`config.mk`:
```
export PLATFORM = sky130hd
export DESIGN_NAME = serial_uart_endpoint
export DESIGN_NICKNAME = d
export VERILOG_FILES = /design/src/rtl/serial_uart_endpoint_pkg.sv /design/src/rtl/serial_uart_endpoint_byte_fifo.sv /design/src/rtl/serial_uart_endpoint.sv
export SDC_FILE = /design/constraint.sdc
export NUM_CORES = 1
export LEC_CHECK = 0
export ABC_CLOCK_PERIOD_IN_PS = 3190
export BUFFER_PORTS_ARGS = -buffer_cell sky130_fd_sc_hd__buf_2
export CORE_MARGIN = 3
export CORE_UTILIZATION = 25
export DETAILED_ROUTE_END_ITERATION = 8
export PLACE_DENSITY = 0.39
export SLEW_MARGIN = 0
export SYNTH_ARGS = -nofsm -noshare
export SYNTH_HDL_FRONTEND = slang
export SYNTH_HIERARCHICAL = 1
export SYNTH_SLANG_ARGS = --single-unit
```
`constraint.sdc`:
```
create_clock -name clock -period 3.19 [get_ports clock]
set_input_delay 0.319 -clock clock [delete_from_list [all_inputs] [get_ports clock]]
set_output_delay 0.319 -clock clock [all_outputs]
set_load 0.01 [all_outputs]
```
`src/rtl/serial_uart_endpoint_pkg.sv`:
```
// serial_uart_endpoint_pkg: shared FSM states and 8N1 frame constants for the UART endpoint
package serial_uart_endpoint_pkg;
  typedef enum logic [1:0] {ST_IDLE, ST_START, ST_DATA, ST_STOP} uart_state_e;
  localparam int DATA_BITS = 8;
  localparam logic [2:0] LAST_BIT = 3'(DATA_BITS - 1);
endpackage

```
`src/rtl/serial_uart_endpoint_byte_fifo.sv`:
```
// byte_fifo: first-word-fall-through byte FIFO; full blocks push, empty blocks pop
module byte_fifo
  import serial_uart_endpoint_pkg::*;
#(
  parameter int DEPTH = 16
) (
  input  logic                 clock,
  input  logic                 reset,
  input  logic                 push,
  input  logic [DATA_BITS-1:0] push_data,
  input  logic                 pop,
  output logic [DATA_BITS-1:0] head,
  output logic                 full,
  output logic                 empty
);
  localparam int PW = $clog2(DEPTH);
  logic [DATA_BITS-1:0] mem_q [DEPTH];
  logic [PW-1:0] wr_ptr_q, wr_ptr_d, rd_ptr_q, rd_ptr_d;
  logic [PW:0] count_q, count_d;
  logic push_ok, pop_ok;
  always_comb begin
    full = count_q == (PW+1)'(DEPTH);
    empty = count_q == '0;
    push_ok = push && !full;
    pop_ok = pop && !empty;
    wr_ptr_d = wr_ptr_q + PW'(push_ok);
    rd_ptr_d = rd_ptr_q + PW'(pop_ok);
    count_d = count_q + (PW+1)'(push_ok) - (PW+1)'(pop_ok);
    head = mem_q[rd_ptr_q];
  end
  always_ff @(posedge clock) begin
    if (reset) begin
      wr_ptr_q <= '0;
      rd_ptr_q <= '0;
      count_q <= '0;
    end else begin
      wr_ptr_q <= wr_ptr_d;
      rd_ptr_q <= rd_ptr_d;
      count_q <= count_d;
    end
  end
  always_ff @(posedge clock) begin
    if (push_ok) mem_q[wr_ptr_q] <= push_data;
  end
endmodule

```
`src/rtl/serial_uart_endpoint.sv`:
```
// serial_uart_endpoint: processor serial port bridged to an 8N1 UART through TX/RX byte FIFOs
module serial_uart_endpoint
  import serial_uart_endpoint_pkg::*;
#(
  parameter int CLKS_PER_BIT = 434,
  parameter int FIFO_DEPTH = 16
) (
  input  logic       clock,
  input  logic       reset,
  input  logic [7:0] wr_data,
  input  logic       wr_en,
  output logic       wr_ready,
  input  logic       rd_en,
  output logic [7:0] rd_data,
  output logic       rd_valid,
  output logic       uart_txd,
  input  logic       uart_rxd,
  output logic       rx_overrun,
  output logic       rx_frame_err
);
  localparam int BW = $clog2(CLKS_PER_BIT);
  localparam logic [BW-1:0] BAUD_LAST = BW'(CLKS_PER_BIT - 1);
  localparam logic [BW-1:0] BAUD_HALF = BW'(CLKS_PER_BIT / 2 - 1);
  uart_state_e tx_state_q, tx_state_d, rx_state_q, rx_state_d;
  logic [BW-1:0] tx_baud_q, tx_baud_d, rx_baud_q, rx_baud_d;
  logic [2:0] tx_bit_q, tx_bit_d, rx_bit_q, rx_bit_d;
  logic [7:0] tx_shift_q, tx_shift_d, rx_shift_q, rx_shift_d;
  logic txd_q, txd_d, overrun_q, overrun_d, frame_err_q, frame_err_d;
  logic rx_s1_q, rx_s2_q, rx_prev_q;
  logic tx_pop, tx_full, tx_empty, tx_bit_end, rx_push, rx_full, rx_empty, rx_bit_end;
  logic [7:0] tx_head, rx_head;
  byte_fifo #(.DEPTH(FIFO_DEPTH)) u_tx_fifo (
    .clock(clock), .reset(reset), .push(wr_en), .push_data(wr_data), .pop(tx_pop),
    .head(tx_head), .full(tx_full), .empty(tx_empty)
  );
  byte_fifo #(.DEPTH(FIFO_DEPTH)) u_rx_fifo (
    .clock(clock), .reset(reset), .push(rx_push), .push_data(rx_shift_q), .pop(rd_en),
    .head(rx_head), .full(rx_full), .empty(rx_empty)
  );
  assign wr_ready = !tx_full;
  assign rd_valid = !rx_empty;
  assign rd_data = rd_valid ? rx_head : '0;
  assign uart_txd = txd_q;
  assign rx_overrun = overrun_q;
  assign rx_frame_err = frame_err_q;
  always_comb begin
    tx_state_d = tx_state_q;
    tx_bit_d = tx_bit_q;
    tx_shift_d = tx_shift_q;
    tx_pop = 1'b0;
    tx_bit_end = tx_baud_q == BAUD_LAST;
    tx_baud_d = (tx_state_q == ST_IDLE || tx_bit_end) ? '0 : tx_baud_q + BW'(1);
    case (tx_state_q)
      ST_IDLE: if (!tx_empty) begin
        tx_pop = 1'b1;
        tx_shift_d = tx_head;
        tx_state_d = ST_START;
      end
      ST_START: if (tx_bit_end) begin
        tx_state_d = ST_DATA;
        tx_bit_d = '0;
      end
      ST_DATA: if (tx_bit_end) begin
        tx_shift_d = tx_shift_q >> 1;
        tx_bit_d = tx_bit_q + 3'd1;
        tx_state_d = tx_bit_q == LAST_BIT ? ST_STOP : ST_DATA;
      end
      ST_STOP: if (tx_bit_end) begin
        tx_pop = !tx_empty;
        tx_shift_d = tx_empty ? tx_shift_q : tx_head;
        tx_state_d = tx_empty ? ST_IDLE : ST_START;
      end
    endcase
    txd_d = (tx_state_d == ST_START) ? 1'b0 : (tx_state_d == ST_DATA) ? tx_shift_d[0] : 1'b1;
  end
  // rx_bit_q != LAST_BIT while in STOP marks waiting for the line to recover after a frame error
  always_comb begin
    rx_state_d = rx_state_q;
    rx_baud_d = rx_baud_q;
    rx_bit_d = rx_bit_q;
    rx_shift_d = rx_shift_q;
    rx_push = 1'b0;
    overrun_d = overrun_q;
    frame_err_d = frame_err_q;
    rx_bit_end = rx_baud_q == BAUD_LAST;
    case (rx_state_q)
      ST_IDLE: if (rx_prev_q && !rx_s2_q) begin
        rx_state_d = ST_START;
        rx_baud_d = '0;
      end
      ST_START: if (rx_baud_q == BAUD_HALF) begin
        rx_state_d = rx_s2_q ? ST_IDLE : ST_DATA;
        rx_baud_d = '0;
        rx_bit_d = '0;
      end else rx_baud_d = rx_baud_q + BW'(1);
      ST_DATA: if (rx_bit_end) begin
        rx_baud_d = '0;
        rx_shift_d = {rx_s2_q, rx_shift_q[7:1]};
        rx_bit_d = rx_bit_q == LAST_BIT ? rx_bit_q : rx_bit_q + 3'd1;
        rx_state_d = rx_bit_q == LAST_BIT ? ST_STOP : ST_DATA;
      end else rx_baud_d = rx_baud_q + BW'(1);
      ST_STOP: if (!rx_bit_end) rx_baud_d = rx_baud_q + BW'(1);
      else if (rx_bit_q != LAST_BIT) rx_state_d = rx_s2_q ? ST_IDLE : ST_STOP;
      else if (rx_s2_q) begin
        rx_push = 1'b1;
        overrun_d = overrun_q | rx_full;
        rx_state_d = ST_IDLE;
      end else begin
        frame_err_d = 1'b1;
        rx_bit_d = '0;
      end
    endcase
  end
  always_ff @(posedge clock) begin
    if (reset) begin
      tx_state_q <= ST_IDLE;
      tx_baud_q <= '0;
      tx_bit_q <= '0;
      tx_shift_q <= '0;
      txd_q <= 1'b1;
      rx_state_q <= ST_IDLE;
      rx_baud_q <= '0;
      rx_bit_q <= '0;
      rx_shift_q <= '0;
      rx_s1_q <= 1'b1;
      rx_s2_q <= 1'b1;
      rx_prev_q <= 1'b1;
      overrun_q <= 1'b0;
      frame_err_q <= 1'b0;
    end else begin
      tx_state_q <= tx_state_d;
      tx_baud_q <= tx_baud_d;
      tx_bit_q <= tx_bit_d;
      tx_shift_q <= tx_shift_d;
      txd_q <= txd_d;
      rx_state_q <= rx_state_d;
      rx_baud_q <= rx_baud_d;
      rx_bit_q <= rx_bit_d;
      rx_shift_q <= rx_shift_d;
      rx_s1_q <= uart_rxd;
      rx_s2_q <= rx_s1_q;
      rx_prev_q <= rx_s2_q;
      overrun_q <= overrun_d;
      frame_err_q <= frame_err_d;
    end
  end
endmodule

```
* Yosys cells after proc, flatten, opt, wreduce, memory -nomap -nowiden
Memories as Yosys holds them, arrays and structs flattened. A register that Yosys moved wholly into a read port is not among the register bits.
Index checks and enable logic that the tools add are counted.
W data, S select, Z words.
** Storage, ports and cells
- Word-level logic and storage cells :: 145
- RAM bits :: 256
- Output and inout port bits :: 13
- Memories kept :: 2
- Bits of input ports :: 13
- Flip-flop bits (word level) :: 76
** Memories
- u_rx_fifo.mem_q :: words 16, bits a word 8, rd ports 1, clocked after Yosys merged registers in 1, write ports 1, RTL line serial_uart_endpoint_byte_fifo.sv:17 : logic [DATA_BITS-1:0] mem_q [DEPTH];
- u_tx_fifo.mem_q :: words 16, bits a word 8, rd ports 1, clocked after Yosys merged registers in 1, write ports 1, RTL line serial_uart_endpoint_byte_fifo.sv:17
** Cells by class
- Multiplexer cells :: 52
- Equality and inequality tests :: 28
- Bitwise operators :: 3
- Reduce and logical (&&, ||, !) cells :: 27
- Add/sub/neg operators :: 12
** Operator list (count)
- $mux W9 :: 4
- $pmux W9 S4 :: 1
- $mux W8 :: 4
- $mux W2 :: 12
- $mux W3 :: 8
- $pmux W8 S3 :: 1
- $ne A2 B2 Y1 const B :: 11
- $add A9 B1 Y9 const B :: 2
- $eq A9 B9 Y1 const B :: 2
- $add A4 B1 Y4 :: 4
- $pmux W2 S4 :: 2
- $mux W1 :: 15
- $add A5 B1 Y5 :: 2
- $eq A2 B2 Y1 const B :: 5
- $eq A5 B5 Y1 const B :: 2
- $logic_not A5 Y1 :: 2
- $sub A5 B1 Y5 :: 2
- $eq A9 B8 Y1 const B :: 1
- $pmux W3 S3 :: 1
- $mux W4 :: 2
- $reduce_and A4 Y1 :: 2
- $reduce_and A7 Y1 :: 1
- $add A3 B1 Y3 const B :: 2
- $eq A2 B1 Y1 const B :: 3
- 16 further kinds :: 31

* Depth between registers and ports, before layout
Gate-level depths: netlist of run 1.
- Depth after elaboration :: 7
- Mapped depth :: 16
- Depth with buffers taken out :: 15

* Hierarchy
Netlist of run 1, hierarchy kept.
** Modules (own cells, without submodules)
- byte_fifo :: cells an instance 289, instances 2, area each 5655.4 um^2, seq. area each 4103.9 um^2
- serial_uart_endpoint :: cells an instance 292, instances 1, area each 2667.6 um^2, seq. area each 1001.0 um^2

* Worst setup path after synthesis of run 1
No wires, ideal clock.
- Path kind :: reg-to-reg
- Start :: register u_tx_fifo.count_q[3]
- End :: register u_tx_fifo.count_q[4]
- Data required time :: 3059 ps
- Setup time :: 131 ps
- Path buffers :: 1
- Path slack :: -54 ps
- Cell stages (with the launch flop) :: 16
- Period minus slack after synthesis :: 3244 ps
- Data arrival time :: 3113 ps
- Path through :: dfxtp_1 -> inv_1 -> ha_1 -> nor4b_1 -> clkbuf_1 -> nor3_1 -> nor2b_1 -> ha_1 -> inv_1 -> ha_1 -> inv_1 -> fa_1 -> nor2b_1 -> o21bai_1 -> a21oi_1 -> nor3b_1
** Between the ends
- Longest elaborated chain between the ends :: 6
- Elaborated cells on any way between the ends :: 11
- Those cells by class :: add/sub (2); eq/ne (1); mux (3); reduce/logical (5)
** Ends and longest elaborated chain
- start, declared :: RTL line serial_uart_endpoint_byte_fifo.sv:19 : logic [PW:0] count_q, count_d;
- start signal, assigned :: RTL line serial_uart_endpoint_byte_fifo.sv:39 : count_q <= count_d;
- $logic_not A5 Y1 (*) :: RTL line serial_uart_endpoint_byte_fifo.sv:23 : empty = count_q == '0;
- named net tx_empty :: RTL line serial_uart_endpoint.sv:30 : logic tx_pop, tx_full, tx_empty, tx_bit_end, rx_push, rx_full, rx_empty, rx_bit_end;
- $logic_not A1 Y1 :: RTL line serial_uart_endpoint.sv:69 : tx_pop = !tx_empty;
- $mux W1 :: RTL line serial_uart_endpoint.sv:68 : ST_STOP: if (tx_bit_end) begin
- $pmux W1 S2 (*) :: RTL line serial_uart_endpoint.sv:53 : case (tx_state_q)
- named net tx_pop :: RTL line serial_uart_endpoint.sv:30
- $logic_and A1 B1 Y1 (*) :: RTL line serial_uart_endpoint_byte_fifo.sv:25 : pop_ok = pop && !empty;
- $sub A5 B1 Y5 (*) :: RTL line serial_uart_endpoint_byte_fifo.sv:28 : count_d = count_q + (PW+1)'(push_ok) - (PW+1)'(pop_ok);
Mark *: on every way through the listed nets, which the timed path passes. The rest lies on a longest branch.
A chain may end at the register's enable or synchronous reset.

==> metrics, run 1 <==
WS Path Type flop to output port; status complete, no violations; most frequent cells in the layout edfxtp_1, nor2_1, dfxtp_1, buf_4; Die H 242 µm; first-pass GRT wire length 48.3 mm; synth-to-layout area growth 19.5%; TritonCTS clock tree built; die area approximately 59,000 µm²; commonest non-fill, non-tap cell in the layout edfxtp_1; First-pass DRT Iterations 4; crit share post-route 93.0%; maximum fanout along the worst path 9; Finished Core Util 30.3%; Slowest-stage cell, CP mux4_1; syn_nets 920; nets@finish roughly 1,000; Worst Skew 0.0300 ns; Inserted Diodes 0; fmax around 340 MHz; Initial Util 25.3%; critical-path cell list buf_4 > mux4_1 > a22oi_1 > nand2_1 > nor2b_1 > buf_2; sequential element share of the synthesized area 65.9%; Syn Area/Cell ~16 µm²; Slew HR 48.3%; CP max stage delay approximately 0.58 ns; vias in the first global route 7,751; PD cells between 700 and 800 nW/µm²; Async S/R FF share, synth 0%; layout cells sized above 1 roughly a fifth; Filler cells 5,435; clock buffer depth 3; initial antenna violation count 0; CTS sink count 332; Routed Antenna Nets 0; Post-synth EDFFs 256; Worst-Margin Slew a little under 0.8 ns; vias per cell 4.33; arrival time worst endpoint 2.65 ns; Worst setup SP type flop; Synth Cell Area 14,000 µm²; Final setup viols 0; Bufs and invs on worst path 2; Leak 5.61 nW; largest net degree at the start of global routing 35; Final Hold Viols 0; Tot GR Track Use 10.7%; H-Tree Level Count 2; DRT Wirelength 31.2 mm; CTS buffer count 39; row count 86; vias after detailed routing 7,504; Slew Limit Fails 0; Hold Path Class primary input to flop; maximum vdd drop between 0.0003 and 0.0004 V; PortBufs 25; DR DRC count 0; MaxCap Viol Count 0; placed insts 1,661; worst skew pair latency 0.55 ns; core area 55,200 µm²; drt first-iter violations 401; Die Width 242 µm; GPL Wtd Cong 0.681; kind of cell adding the most delay to the critical path multiplexers; I/O pin count 26; Post-Layout Cell Count 1,735; Synth Instances between 800 and 900; Post-DP HPWL a little over 20 mm; Distinct cells, synth 64; Post-synth top flop edfxtp_1; Clk pin slew, worst setup/hold paths 0.06 ns; crit path capture type output port; CTS Root Cell clkbuf_16; Synth Register Bits 332; grt ovf 0; wire per inst 18.0 µm; post_cts resized 0; Yosys warnings 6; CP required 2.87 ns; fin crit period 2.97 ns
## worst reg2reg max path: cells and delay by family, from the launching register on
kind | cells | cell delay [ns]
adder cells (fa/ha/maj) | 4 | 1.02
AND/OR/NAND/NOR | 6 | 0.99
flip-flops | 1 | 0.41
AO/OA/AOI/OAI | 2 | 0.26
buffers and inverters | 2 | 0.11
## final timing paths
path	slack [ns]	start	cells after the start	endpoint
worst max-delay path	0.22	u_rx_fifo/rd_ptr_q[0]	6	rd_data[4]
worst min-delay path	0.15	wr_data[3]	1	u_tx_fifo/mem_q[8][3]
worst max register to register	0.26	rx_baud_q[0]	14	u_rx_fifo/count_q[4]
worst min register to register	0.40	rx_s1_q	1	rx_s2_q
## sequential cells by signal, summed over array words and instances, names as in the netlist, 4 cells and up
name                count
u_rx_fifo/rd_ptr_q      4
rx_baud_q               9
u_rx_fifo/count_q       5
rx_shift_q              8
u_tx_fifo/rd_ptr_q      4
tx_shift_q              8
u_tx_fifo/count_q       5
u_tx_fifo/mem_q       128
u_rx_fifo/wr_ptr_q      4
u_tx_fifo/wr_ptr_q      4
u_rx_fifo/mem_q       128
tx_baud_q               9
## cell usage after synthesis, types with 4 or more instances
cell,n,share of area [%]
clkdlybuf4s25_2,6,0.43
nand2_1,30,0.81
xor2_1,9,0.56
inv_1,26,0.70
nor3_1,15,0.54
buf_6,8,0.64
a22oi_1,40,2.1
nand2b_1,10,0.45
or3_1,4,0.18
a31oi_1,4,0.18
nand3b_1,4,0.21
ha_1,35,3.1
edfxtp_1,256,55
xnor2_1,16,1.0
nand3_1,15,0.54
and2_1,5,0.22
o21ai_0,11,0.39
mux4_1,36,6.8
buf_2,7,0.25
a21oi_1,14,0.50
mux4_2,28,4.5
clkbuf_1,14,0.38
nor2_1,87,2.3
dfxtp_1,76,11
o2bb2ai_1,6,0.38
nor2b_1,31,1.4
mux2i_1,17,1.2
## where the power goes
group | internal (mW) | leakage [nW] | switching [mW]
Combinational | 1.12 | 1.95 | 1.14
Sequential | 4.81 | 2.96 | 0.173
Clock | 3.03 | 0.696 | 1.83
## through the flow
stage	TNS (ns)	setup WS [ns]	power [mW]	hold slack [ns]	instance area, µm²
2_1_floorplan	0	0.187	6.68	0.389	14000
3_3_place_gp	0	0.273	7.39	0.396	15300
3_5_place_dp	0	0.212	7.39	0.396	15300
4_1_cts	0	0.146	12.4	0.124	16700
5_1_grt	-0.00987	-0.00987	12.8	0.138	16700
6_report	0	0.224	12.1	0.152	16700
## cells by family after synthesis
group | count (synthesis) | share of synthesized area (%)
flops | 332 | 65.9
xor+xnor | 25 | 1.57
buf+inv | 64 | 2.54
simple gates | 235 | 9.04
compound gates | 96 | 5.06
mux | 81 | 12.5
fa+ha+maj | 37 | 3.42
## repair_timing
| action | in CTS | in global routing |
|---|---|---|
| setup buffers | 0 | 1 |
| setup endpoints to repair | 0 | 1 |
| endpoints found under the hold margin | 1 | 0 |
| hold buffers | 1 | 0 |
## layer usage
metal	part of all wire [%]	up-vias	track usage, %	wire length [µm]
met5	0	-	0	0
met3	3.7	44	2.01	1160
met1	49	3796	15.2	15400
li1	-	3564	-	-
met4	2.2	0	3.39	675
met2	45	100	16.6	14000
## area by class of cell
type                            instances  area, µm²  share of cell area, %
Clock buffer                           51       1100                   6.60
Tap cell                              748        936                   5.60
Timing Repair Buffer                   83        588                   3.52
Clock inverter                         21        324                   1.94
Multi-Input combinational cell        474       4440                   26.6
Inverter                               26       97.6                  0.584
Sequential cell                       332       9210                   55.2
Power figures use the tool's default switching activity.
==> run 2: changes to the inputs <==
Settings changed: ABC_CLOCK_PERIOD_IN_PS 3190 to 3200, PLACE_DENSITY 0.39 to 0.38.
Clock period 3.19 ns to 3.2 ns, I/O delays scaled along.
==> metrics, run 2 (same netlist as run 1, synthesis figures left out) <==
synth-to-layout area growth 18.1%; Initial Util 25.3% (unchanged); Clk pin slew, worst setup/hold paths 0.06 ns (about the same); top flop regs u_rx_fifo/mem_q: 128 flops, u_tx_fifo/mem_q: 128 flops; GPL Wtd Cong 0.684 (+0.53%); core area 55,200 µm² (unchanged); MaxCap Viol Count 0 (unchanged); first-pass GRT wire length 49.5 mm (+2.5%); wire per inst 18.5 µm (+2.8%); row count 86 (unchanged); Bufs and invs on worst path 2 (unchanged); critical-path cell list buf_12 > mux4_1 > a22oi_1 > nand2_1 > nor2b_1 > buf_2; Hold Path Class primary input to flop; Die H 242 µm (unchanged); DRT Wirelength 31.9 mm (+2.4%); maximum vdd drop 0.000321 V (-0.79%); fin crit period 2.93 ns; Die Width 242 µm (unchanged); PortBufs 25 (unchanged); Post-DP HPWL 20.0 mm (-0.64%); PD cells 703 nW/µm² (-3.1%); Final Power 11.6 mW (-4.2%); # Post-CTS Setup Buffers 0 (unchanged); R2R Setup Slk 0.32 ns (+0.06 ns); crit path capture type output port; kind of cell adding the most delay to the critical path multiplexers; maximum fanout along the worst path 33 (+24); Final Hold Viols 0 (unchanged); drt first-iter violations 463 (+15%); clock buffer depth 3 (unchanged); First-pass DRT Iterations 5 (+1); worst r2r src rx_baud_q[1]; I/O pin count 26 (unchanged); Slowest-stage cell, CP mux4_1; nets@finish 1,000 (-0.60%); CP required 2.88 ns (about the same); status complete, no violations; fmax 341 MHz; vias in the first global route 7,759 (+0.10%); Routed Antenna Nets 0 (unchanged); arrival time worst endpoint 2.61 ns (-0.04 ns); Final TNS setup 0 ns (unchanged); CTS sink count 332 (unchanged); Tot GR Track Use 11.0% (+0.30 points); Worst Skew 0.0176 ns (-0.0125 ns); worst min-delay path endpoint u_tx_fifo/mem_q[0][7]; Final setup viols 0 (unchanged); Post-Layout Cell Count 1,728 (-0.40%); WS Path Type flop to output port; H-Tree Level Count 2 (unchanged); vias per cell 4.32 (-0.18%); layout cells sized above 1 19.1% (-1.1 points); grt ovf 0 (unchanged); Slew Limit Fails 0 (unchanged); Worst-Margin Slew 0.994 ns (+0.219 ns); critical hold path startpoint wr_data[7]; CP Launch Point u_rx_fifo/rd_ptr_q[0]; die area 58,800 µm² (unchanged); commonest non-fill, non-tap cell in the layout edfxtp_1; CTS buffer count 40 (+2.6%); initial antenna violation count 1 (+1); worst hold path depth 1 (unchanged); Reg-to-Reg End u_rx_fifo/count_q[4]; Worst setup SP type flop; largest net degree at the start of global routing 39 (+11%); CTS Root Cell clkbuf_16; most frequent cells in the layout edfxtp_1, nor2_1, dfxtp_1, buf_4; worst skew pair latency 0.54 ns (about the same); RSZ-0062 raised after global routing no; TritonCTS clock tree built; Leak 5.48 nW (-2.3%); Worst Reg-to-Reg Cells 15 (+1); Slew HR 33.4% (-15 points); DR DRC count 0 (unchanged); vias after detailed routing 7,460 (-0.59%); CP max stage delay 0.62 ns (+0.04 ns); placed insts 1,655 (-0.36%); crit share post-route 91.5%
[run 2: cell types whose count changed in the layout (fill, tap and decap cells not counted), sizes merged]
cell      previous run  this run
clkinv              12         6
clkinvlp             0         2
clkbuf              51        59
buf                 82        75
diode                0         1
inv                 28        27
bufinv               7         3
[run 2: final cells by class]
class | instances | area, µm²
antenna | 1 | 2.50
clock buffer | 59 | 1110
clock inverter | 12 | 151
fill | 5499 | 38700
inverter | 26 | 97.6
multi-input combinational | 474 | 4460
sequential | 332 | 9210
tap | 748 | 936
timing repair buffer | 76 | 536
[run 2: power breakdown]
part	switching, mW	internal, mW	total, mW
combinational	1.14	1.11	2.25
sequential	0.153	4.79	4.95
clock	1.75	2.65	4.40
total	3.05	8.55	11.6
[run 2: what timing repair did]
item,CTS,global route
resized for setup,0,4
endpoints found under the setup margin,0,1
hold buffers,1,0
hold endpoints to repair,1,0
[run 2: how the worst max path moves through the flow]
stage	endpoint	slack, ns	cells past startpoint
2_1_floorplan	u_tx_fifo/count_q[4]	0.20	15
3_3_place_gp	u_rx_fifo/count_q[4]	0.26	15
3_5_place_dp	u_rx_fifo/count_q[4]	0.20	15
4_1_cts	u_rx_fifo/count_q[4]	0.18	15
5_1_grt	u_rx_fifo/count_q[4]	0.008	15
6_report	rd_data[7]	0.27	6
[run 2: per-stage QoR]
stage / area [µm²] / setup slack, ns / hold WS (ns) / utilization [%]
2_1_floorplan: 14000 / 0.197 / 0.389 / -
3_3_place_gp: 15200 / 0.264 / 0.393 / 27.6
3_5_place_dp: 15200 / 0.203 / 0.398 / 27.6
4_1_cts: 16500 / 0.177 / 0.151 / 29.9
5_1_grt: 16500 / 0.00759 / 0.171 / 29.9
6_report: 16500 / 0.271 / 0.185 / 29.9
[run 2: worst register-to-register path, stage by stage, from the launching register on]
cell,delay [ns]
dfxtp_1,0.33
inv_1,0.09
ha_2,0.20
nand4b_1,0.15
nor4bb_4,0.32
and3_4,0.24
nand2b_1,0.09
ha_1,0.28
inv_1,0.05
ha_1,0.15
inv_1,0.05
fa_1,0.38
nor2b_2,0.14
o21bai_1,0.09
a21oi_1,0.15
nor3b_1,0.06
[run 2: per-layer routing]
| metal | part of all wire, % | track usage (%) |
|---|---|---|
| met2 | 44 | 16.6 |
| met4 | 2.5 | 3.89 |
| met3 | 3.2 | 1.90 |
| met5 | 0 | 0 |
| met1 | 50 | 15.9 |
